===== config.mk =====
export PLATFORM = sky130hd
export DESIGN_NAME = ex_mem_pipe_reg_flat
export DESIGN_NICKNAME = d
export VERILOG_FILES = /design/src/rtl/ex_mem_pipe_reg_if.sv /design/src/rtl/ex_mem_pipe_reg.sv /design/src/flat_wrapper.sv
export SDC_FILE = /design/constraint.sdc
export NUM_CORES = 1
export LEC_CHECK = 0
export BUFFER_PORTS_ARGS = -buffer_cell sky130_fd_sc_hd__buf_2
export CORE_MARGIN = 2
export CORE_UTILIZATION = 54
export CTS_CLUSTER_DIAMETER = 30
export DETAILED_ROUTE_END_ITERATION = 8
export HOLD_SLACK_MARGIN = 0.08
export PLACE_DENSITY = 0.82
export SETUP_SLACK_MARGIN = 0.05
export SLEW_MARGIN = 15
export SYNTH_ARGS = -nofsm -noshare
export SYNTH_HDL_FRONTEND = slang
export SYNTH_SLANG_ARGS = --single-unit

===== constraint.sdc =====
create_clock -name clk -period 2.7 [get_ports clk]
set_input_delay 0.54 -clock clk [delete_from_list [all_inputs] [get_ports clk]]
set_output_delay 0.54 -clock clk [all_outputs]
set_load 0.02 [all_outputs]

===== src/rtl/ex_mem_pipe_reg_if.sv =====
// EX->MEM stage bundle: EX-side valid/ready with instruction fields,
// MEM-side valid/ready with held fields.
interface ex_mem_pipe_reg_if #(
    parameter int DATA_W     = 32,
    parameter int PC_W       = 32,
    parameter int REG_ADDR_W = 5,
    parameter int WB_W       = 2,
    parameter int M_W        = 3
) ();
    logic                  in_valid;
    logic                  in_ready;
    logic [WB_W-1:0]       WB;
    logic [M_W-1:0]        M;
    logic [PC_W-1:0]       PC;
    logic                  zero;
    logic [DATA_W-1:0]     ALUresult;
    logic [DATA_W-1:0]     writeData;
    logic [REG_ADDR_W-1:0] writeRegister;

    logic                  out_valid;
    logic                  out_ready;
    logic [WB_W-1:0]       WB_output;
    logic [M_W-1:0]        M_output;
    logic [PC_W-1:0]       PC_output;
    logic                  zero_output;
    logic [DATA_W-1:0]     ALUresult_output;
    logic [DATA_W-1:0]     writeData_output;
    logic [REG_ADDR_W-1:0] writeRegister_output;

    // Pipeline register side: consumes EX fields, produces MEM fields.
    modport slave (
        input  in_valid, WB, M, PC, zero, ALUresult, writeData,
        input  writeRegister, out_ready,
        output in_ready, out_valid, WB_output, M_output, PC_output,
        output zero_output, ALUresult_output, writeData_output,
        output writeRegister_output
    );

    // Surrounding stages: drive EX fields, consume MEM fields.
    modport master (
        output in_valid, WB, M, PC, zero, ALUresult, writeData,
        output writeRegister, out_ready,
        input  in_ready, out_valid, WB_output, M_output, PC_output,
        input  zero_output, ALUresult_output, writeData_output,
        input  writeRegister_output
    );
endinterface


===== src/rtl/ex_mem_pipe_reg.sv =====
// EX->MEM pipeline register with 2-entry skid buffer, valid/ready, flush.
// Optional perf counters (stall_cnt, flush_cnt) under EX_MEM_PIPE_REG_PERF_EN.
module ex_mem_pipe_reg #(
    parameter int DATA_W     = 32,
    parameter int PC_W       = 32,
    parameter int REG_ADDR_W = 5,
    parameter int WB_W       = 2,
    parameter int M_W        = 3
) (
    input  logic clk,
    input  logic rst,
    input  logic flush,
    ex_mem_pipe_reg_if.slave bus
`ifdef EX_MEM_PIPE_REG_PERF_EN
    ,
    output logic [31:0] stall_cnt,
    output logic [15:0] flush_cnt
`endif
);

    typedef struct packed {
        logic [WB_W-1:0]       wb;
        logic [M_W-1:0]        m;
        logic [PC_W-1:0]       pc;
        logic                  zero;
        logic [DATA_W-1:0]     alu;
        logic [DATA_W-1:0]     wdata;
        logic [REG_ADDR_W-1:0] rd;
    } entry_t;

    // {skid_v, main_v}; 2'b10 is never produced.
    typedef enum logic [1:0] {
        EMPTY = 2'b00,
        ONE   = 2'b01,
        FULL  = 2'b11
    } state_t;

    state_t state, state_n;
    entry_t main_q, skid_q, in_e;
    logic   main_v, skid_v;
    logic   accept, drain;
    logic   ld_main_in, ld_main_skid, ld_skid;

    assign main_v = state[0];
    assign skid_v = state[1];

    assign in_e = '{
        wb:    bus.WB,
        m:     bus.M,
        pc:    bus.PC,
        zero:  bus.zero,
        alu:   bus.ALUresult,
        wdata: bus.writeData,
        rd:    bus.writeRegister
    };

    // in_ready depends only on registered state, never on out_ready.
    assign bus.in_ready  = !skid_v;
    assign bus.out_valid = main_v;
    assign accept        = bus.in_valid && !skid_v;
    assign drain         = main_v && bus.out_ready;

    // Occupancy state register.
    always_ff @(posedge clk) begin
        if (rst) state <= EMPTY;
        else     state <= state_n;
    end

    // Next occupancy and which storage slot loads; flush beats accept/drain.
    always_comb begin
        state_n      = state;
        ld_main_in   = 1'b0;
        ld_main_skid = 1'b0;
        ld_skid      = 1'b0;
        if (flush) begin
            state_n = EMPTY;
        end else begin
            unique case (state)
                EMPTY: begin
                    if (accept) begin
                        state_n    = ONE;
                        ld_main_in = 1'b1;
                    end
                end
                ONE: begin
                    unique case (1'b1)
                        accept && drain: begin
                            state_n    = ONE;
                            ld_main_in = 1'b1;
                        end
                        accept && !drain: begin
                            state_n = FULL;
                            ld_skid = 1'b1;
                        end
                        !accept && drain: begin
                            state_n = EMPTY;
                        end
                        default: state_n = ONE;
                    endcase
                end
                FULL: begin
                    if (drain) begin
                        state_n      = ONE;
                        ld_main_skid = 1'b1;
                    end
                end
                default: state_n = EMPTY;
            endcase
        end
    end

    // Payload storage; contents persist while invalid, cleared only by rst.
    always_ff @(posedge clk) begin
        if (rst) begin
            main_q <= '0;
            skid_q <= '0;
        end else begin
            if (ld_main_in)        main_q <= in_e;
            else if (ld_main_skid) main_q <= skid_q;
            if (ld_skid)           skid_q <= in_e;
        end
    end

    assign bus.WB_output            = main_v ? main_q.wb : '0;
    assign bus.M_output             = main_v ? main_q.m  : '0;
    assign bus.PC_output            = main_q.pc;
    assign bus.zero_output          = main_q.zero;
    assign bus.ALUresult_output     = main_q.alu;
    assign bus.writeData_output     = main_q.wdata;
    assign bus.writeRegister_output = main_q.rd;

`ifdef EX_MEM_PIPE_REG_PERF_EN
    // Saturating counters for stalled cycles and flushes that kill work.
    always_ff @(posedge clk) begin
        if (rst) begin
            stall_cnt <= '0;
            flush_cnt <= '0;
        end else begin
            if (main_v && !bus.out_ready && stall_cnt != 32'hFFFF_FFFF)
                stall_cnt <= stall_cnt + 32'd1;
            if (flush && (main_v || skid_v) && flush_cnt != 16'hFFFF)
                flush_cnt <= flush_cnt + 16'd1;
        end
    end
`endif

endmodule


===== src/flat_wrapper.sv =====
// flat-port wrapper written by rule: the top's interface ports become plain ports
module ex_mem_pipe_reg_flat 
#(
    parameter int DATA_W     = 32,
    parameter int PC_W       = 32,
    parameter int REG_ADDR_W = 5,
    parameter int WB_W       = 2,
    parameter int M_W        = 3
)
  (clk, rst, flush, bus_in_valid, bus_WB, bus_M, bus_PC, bus_zero, bus_ALUresult, bus_writeData, bus_writeRegister, bus_out_ready, bus_in_ready, bus_out_valid, bus_WB_output, bus_M_output, bus_PC_output, bus_zero_output, bus_ALUresult_output, bus_writeData_output, bus_writeRegister_output);
  ex_mem_pipe_reg_if #(.DATA_W(DATA_W), .PC_W(PC_W), .REG_ADDR_W(REG_ADDR_W), .WB_W(WB_W), .M_W(M_W)) bus_i ();
  input  logic clk;
  input  logic rst;
  input  logic flush;
  input wire logic [$bits(bus_i.in_valid)-1:0] bus_in_valid;
  input wire logic [$bits(bus_i.WB)-1:0] bus_WB;
  input wire logic [$bits(bus_i.M)-1:0] bus_M;
  input wire logic [$bits(bus_i.PC)-1:0] bus_PC;
  input wire logic [$bits(bus_i.zero)-1:0] bus_zero;
  input wire logic [$bits(bus_i.ALUresult)-1:0] bus_ALUresult;
  input wire logic [$bits(bus_i.writeData)-1:0] bus_writeData;
  input wire logic [$bits(bus_i.writeRegister)-1:0] bus_writeRegister;
  input wire logic [$bits(bus_i.out_ready)-1:0] bus_out_ready;
  output wire logic [$bits(bus_i.in_ready)-1:0] bus_in_ready;
  output wire logic [$bits(bus_i.out_valid)-1:0] bus_out_valid;
  output wire logic [$bits(bus_i.WB_output)-1:0] bus_WB_output;
  output wire logic [$bits(bus_i.M_output)-1:0] bus_M_output;
  output wire logic [$bits(bus_i.PC_output)-1:0] bus_PC_output;
  output wire logic [$bits(bus_i.zero_output)-1:0] bus_zero_output;
  output wire logic [$bits(bus_i.ALUresult_output)-1:0] bus_ALUresult_output;
  output wire logic [$bits(bus_i.writeData_output)-1:0] bus_writeData_output;
  output wire logic [$bits(bus_i.writeRegister_output)-1:0] bus_writeRegister_output;
  assign bus_i.in_valid = bus_in_valid;
  assign bus_i.WB = bus_WB;
  assign bus_i.M = bus_M;
  assign bus_i.PC = bus_PC;
  assign bus_i.zero = bus_zero;
  assign bus_i.ALUresult = bus_ALUresult;
  assign bus_i.writeData = bus_writeData;
  assign bus_i.writeRegister = bus_writeRegister;
  assign bus_i.out_ready = bus_out_ready;
  assign bus_in_ready = bus_i.in_ready;
  assign bus_out_valid = bus_i.out_valid;
  assign bus_WB_output = bus_i.WB_output;
  assign bus_M_output = bus_i.M_output;
  assign bus_PC_output = bus_i.PC_output;
  assign bus_zero_output = bus_i.zero_output;
  assign bus_ALUresult_output = bus_i.ALUresult_output;
  assign bus_writeData_output = bus_i.writeData_output;
  assign bus_writeRegister_output = bus_i.writeRegister_output;
  ex_mem_pipe_reg #(.DATA_W(DATA_W), .PC_W(PC_W), .REG_ADDR_W(REG_ADDR_W), .WB_W(WB_W), .M_W(M_W)) u_core (.clk(clk), .rst(rst), .flush(flush), .bus(bus_i));
endmodule

==> impl_metrics.env <==
export IMPL_postCtsHoldBufs=0
export IMPL_comb_power_share_pct=7.9
export IMPL_htree_levels=2
export IMPL_first_pass_iters=5
export IMPL_post_dp_cell_area_sq_mm=0.00975
export IMPL_layout_drive_gt1_share_pct=26.0
export IMPL_synth_top_family_by_area="compound AO/OA/AOI/OAI gates"
export IMPL_netlist_instances=1071
export IMPL_cp_max_fo=76
export IMPL_vias=7531
export IMPL_drtAntennaViolNets=0
export IMPL_wl_per_cell_microns=15.3
export IMPL_clk_latency_ns=0.52
export IMPL_leakagePower_nw=5.32
export IMPL_n_fill_cell=1331
export IMPL_synthSimpleGateAreaFrac_pct=14.3
export IMPL_start_util_pct=55.7
export IMPL_end_kind="register"
export IMPL_rsz0062_at_grt="false"
export IMPL_min_period_ns=2.10
export IMPL_worstSetupStartpointType="register"
export IMPL_synth_distinct_cells=26
export IMPL_switchingPower_mw=2.34
export IMPL_routed_via_density=5.30
export IMPL_p_per_area_mw_per_mm2=861
export IMPL_fin_nets=1280
export IMPL_switching_share_pct=24.1
export IMPL_status="finished, final reports clean"
export IMPL_yosys_warnings=0
export IMPL_num_rows=47
export IMPL_peakVddDrop_mv=0.535
export IMPL_chipHeight_microns=135
export IMPL_clockBufferDepth=3
export IMPL_ys_seq_area_share_pct=46.5
export IMPL_post_route_period_util_pct=77.7
export IMPL_post_cts_buffers=0
export IMPL_hold_viol=0
export IMPL_first_iter_violations=385
export IMPL_power_internal_mw=7.39
export IMPL_synth_xor_area_share_pct=0
export IMPL_boundaryPins=221
export IMPL_yosys_top_cells_area="dfxtp_1 (46%), mux2i_1 (12%), a211oi_1 (8.7%)"
export IMPL_synth_compound_area_share_pct=14.8
export IMPL_synth_adder_area_share_pct=0.538
export IMPL_synth_largest_area_cell="dfxtp_1"
export IMPL_die_w_microns=135
export IMPL_grt_pass1_vias=7401
export IMPL_gp_congestion=0.759
export IMPL_core_sq_mm=0.0167
export IMPL_final_area_sq_mm=0.0113
export IMPL_overflow=0
export IMPL_avgSynthCellArea_sq_um=8.68
export IMPL_worst_pin_slew_ns=0.552
export IMPL_dieArea_sq_mm=0.0183
export IMPL_worst_slew_margin_rel_pct=63.2
export IMPL_grt_start_max_net_pins=109
export IMPL_worstSetupPathType="reg2reg"
export IMPL_grt_pass1_wl_microns=35400
export IMPL_cp_required_ns=3.09
export IMPL_synth_seq_cells=216
export IMPL_syn_area_sq_mm=0.00930
export IMPL_io_buffers=220
export IMPL_numCtsBuffers=43
export IMPL_synth_top_area_share_pct=46.5
export IMPL_synthMuxAreaShare_pct=11.5
export IMPL_cts_root_buf="clkbuf_16"
export IMPL_track_usage_pct=23.5
export IMPL_setup_violations=0
export IMPL_drv_cap=0
export IMPL_seqPwrFrac_pct=35.1
export IMPL_fmax_ghz=0.477
export IMPL_hpwlAfterDp_microns=12800
export IMPL_clkTransAtPathRegs_ns=0.05
export IMPL_synth_net_count=1187
export IMPL_drt_drc_violations_left=0
export IMPL_drt_total_wl_microns=21700
export IMPL_cts_sinks=216
export IMPL_hold_class="in2reg"
export IMPL_setup_tns_ns=0
export IMPL_finClkSkew_ns=0.0198
export IMPL_syn_to_final_growth_pct=21.5
export IMPL_antenna_found_initial=1
export IMPL_cp_arrival_ns=2.48
export IMPL_clockPowerShare_pct=56.9
export IMPL_cts_resized=0
export IMPL_tritoncts="yes"
export IMPL_finalMaxSlewViolations=0
[metal layers]
metal	track usage (%)	vias to the layer above	wire length (microns)
met4	8.85	0	504
met5	0	-	0
met1	27.4	3510	8660
met3	8.23	41	1910
met2	40.0	241	10600
li1	-	3739	-
[path summary, 6_finish.rpt]
kind / startpoint / end / slack (ns) / cells past startpoint
worst max-delay path: u_core.state[0]$_SDFFE_PP0P_ / u_core.bus.PC_output[16]$_SDFFE_PP0P_ / 0.60 / 5
worst min-delay path: bus_writeData[1] / u_core.skid_q[6]$_SDFFE_PP0P_ / 0.27 / 3
worst max register to register: u_core.state[0]$_SDFFE_PP0P_ / u_core.bus.PC_output[16]$_SDFFE_PP0P_ / 0.60 / 5
worst min register to register: u_core.skid_q[90]$_SDFFE_PP0P_ / u_core.skid_q[90]$_SDFFE_PP0P_ / 0.45 / 2
[cell usage after synthesis, drive strengths merged]
master and instances:
dfxtp 216, nand2 216, buf 135, a211oi 108
a21oi 108, mux2i 107, nor2 107, clkbuf 49
and2 6, ha 4, inv 2, nand2b 2
a211o 1, a22o 1, a31oi 1, nand3b 1
nand4b 1, nor2b 1, nor3 1, nor4 1
nor4b 1, o21ai 1, or3 1
[flip-flops by register name, indices dropped and copies added, names as in the netlist]
name                             cells
u_core.bus.writeData_output         32
u_core.skid_q                      107
u_core.bus.PC_output                32
u_core.state                         2
u_core.bus.writeRegister_output      5
u_core.main_q                        5
u_core.bus.ALUresult_output         32
u_core.bus.zero_output               1
[layout make-up]
cell class	count	area [sq um]	share of cell area [%]
clock inverter	27	353	3.12
timing repair buffer	232	1310	11.6
antenna	1	2.50	0.0221
tap	220	275	2.44
clock buffer	53	1190	10.6
sequential	216	4320	38.3
multi-input combinational	669	3830	33.9
inverter	2	7.51	0.0664
[power by group through the flow]
stage | Combinational (mW) | Clock [mW] | Sequential (mW)
after detailed placement | 0.763 | 0 | 3.48
after floorplan | 0.630 | 0 | 3.46
after global placement | 0.748 | 0 | 3.47
after CTS | 0.774 | 5.64 | 3.42
after global routing | 0.840 | 5.79 | 3.43
final | 0.770 | 5.54 | 3.42
[cells in the final DEF, fill, tap and decap left out, types with 5 or more instances in the layout]
cell and count:
a211oi_1 108, a21oi_1 108, and2_1 5, buf_12 9
buf_2 219, bufinv_16 6, clkbuf_16 44, clkbuf_8 6
clkinvlp_4 5, dfxtp_1 216, inv_6 8, mux2i_1 107
nand2_1 216, nor2_1 107
[per-stage QoR]
step                      util (%)  worst slack, ns  std cells  total power, mW  hold WS [ns]
final                         67.7            0.602       1420             9.73         0.268
after CTS                     67.7            0.646       1419             9.83         0.250
after global placement        58.4            0.756       1339             4.22         0.441
after detailed placement      58.4            0.640       1339             4.24         0.446
after floorplan                  -            0.635       1071             4.09         0.436
after global routing          67.7            0.378       1420             10.1         0.252
[critical path, stage by stage, from the launching register on]
cell,delay (ns)
dfxtp_1,0.55
ha_1,0.30
a31oi_1,0.10
or3_4,0.43
buf_12,0.21
a211oi_1,0.36
[cell families after synthesis]
| family | after synthesis |
|---|---|
| AOI/OAI and AO/OA | 220 |
| buffers and inverters | 186 |
| muxes | 107 |
| adders and majority gates | 4 |
| DFF | 216 |
| and+or+nand+nor | 338 |
No activity file was read; power rests on OpenSTA's default activity.
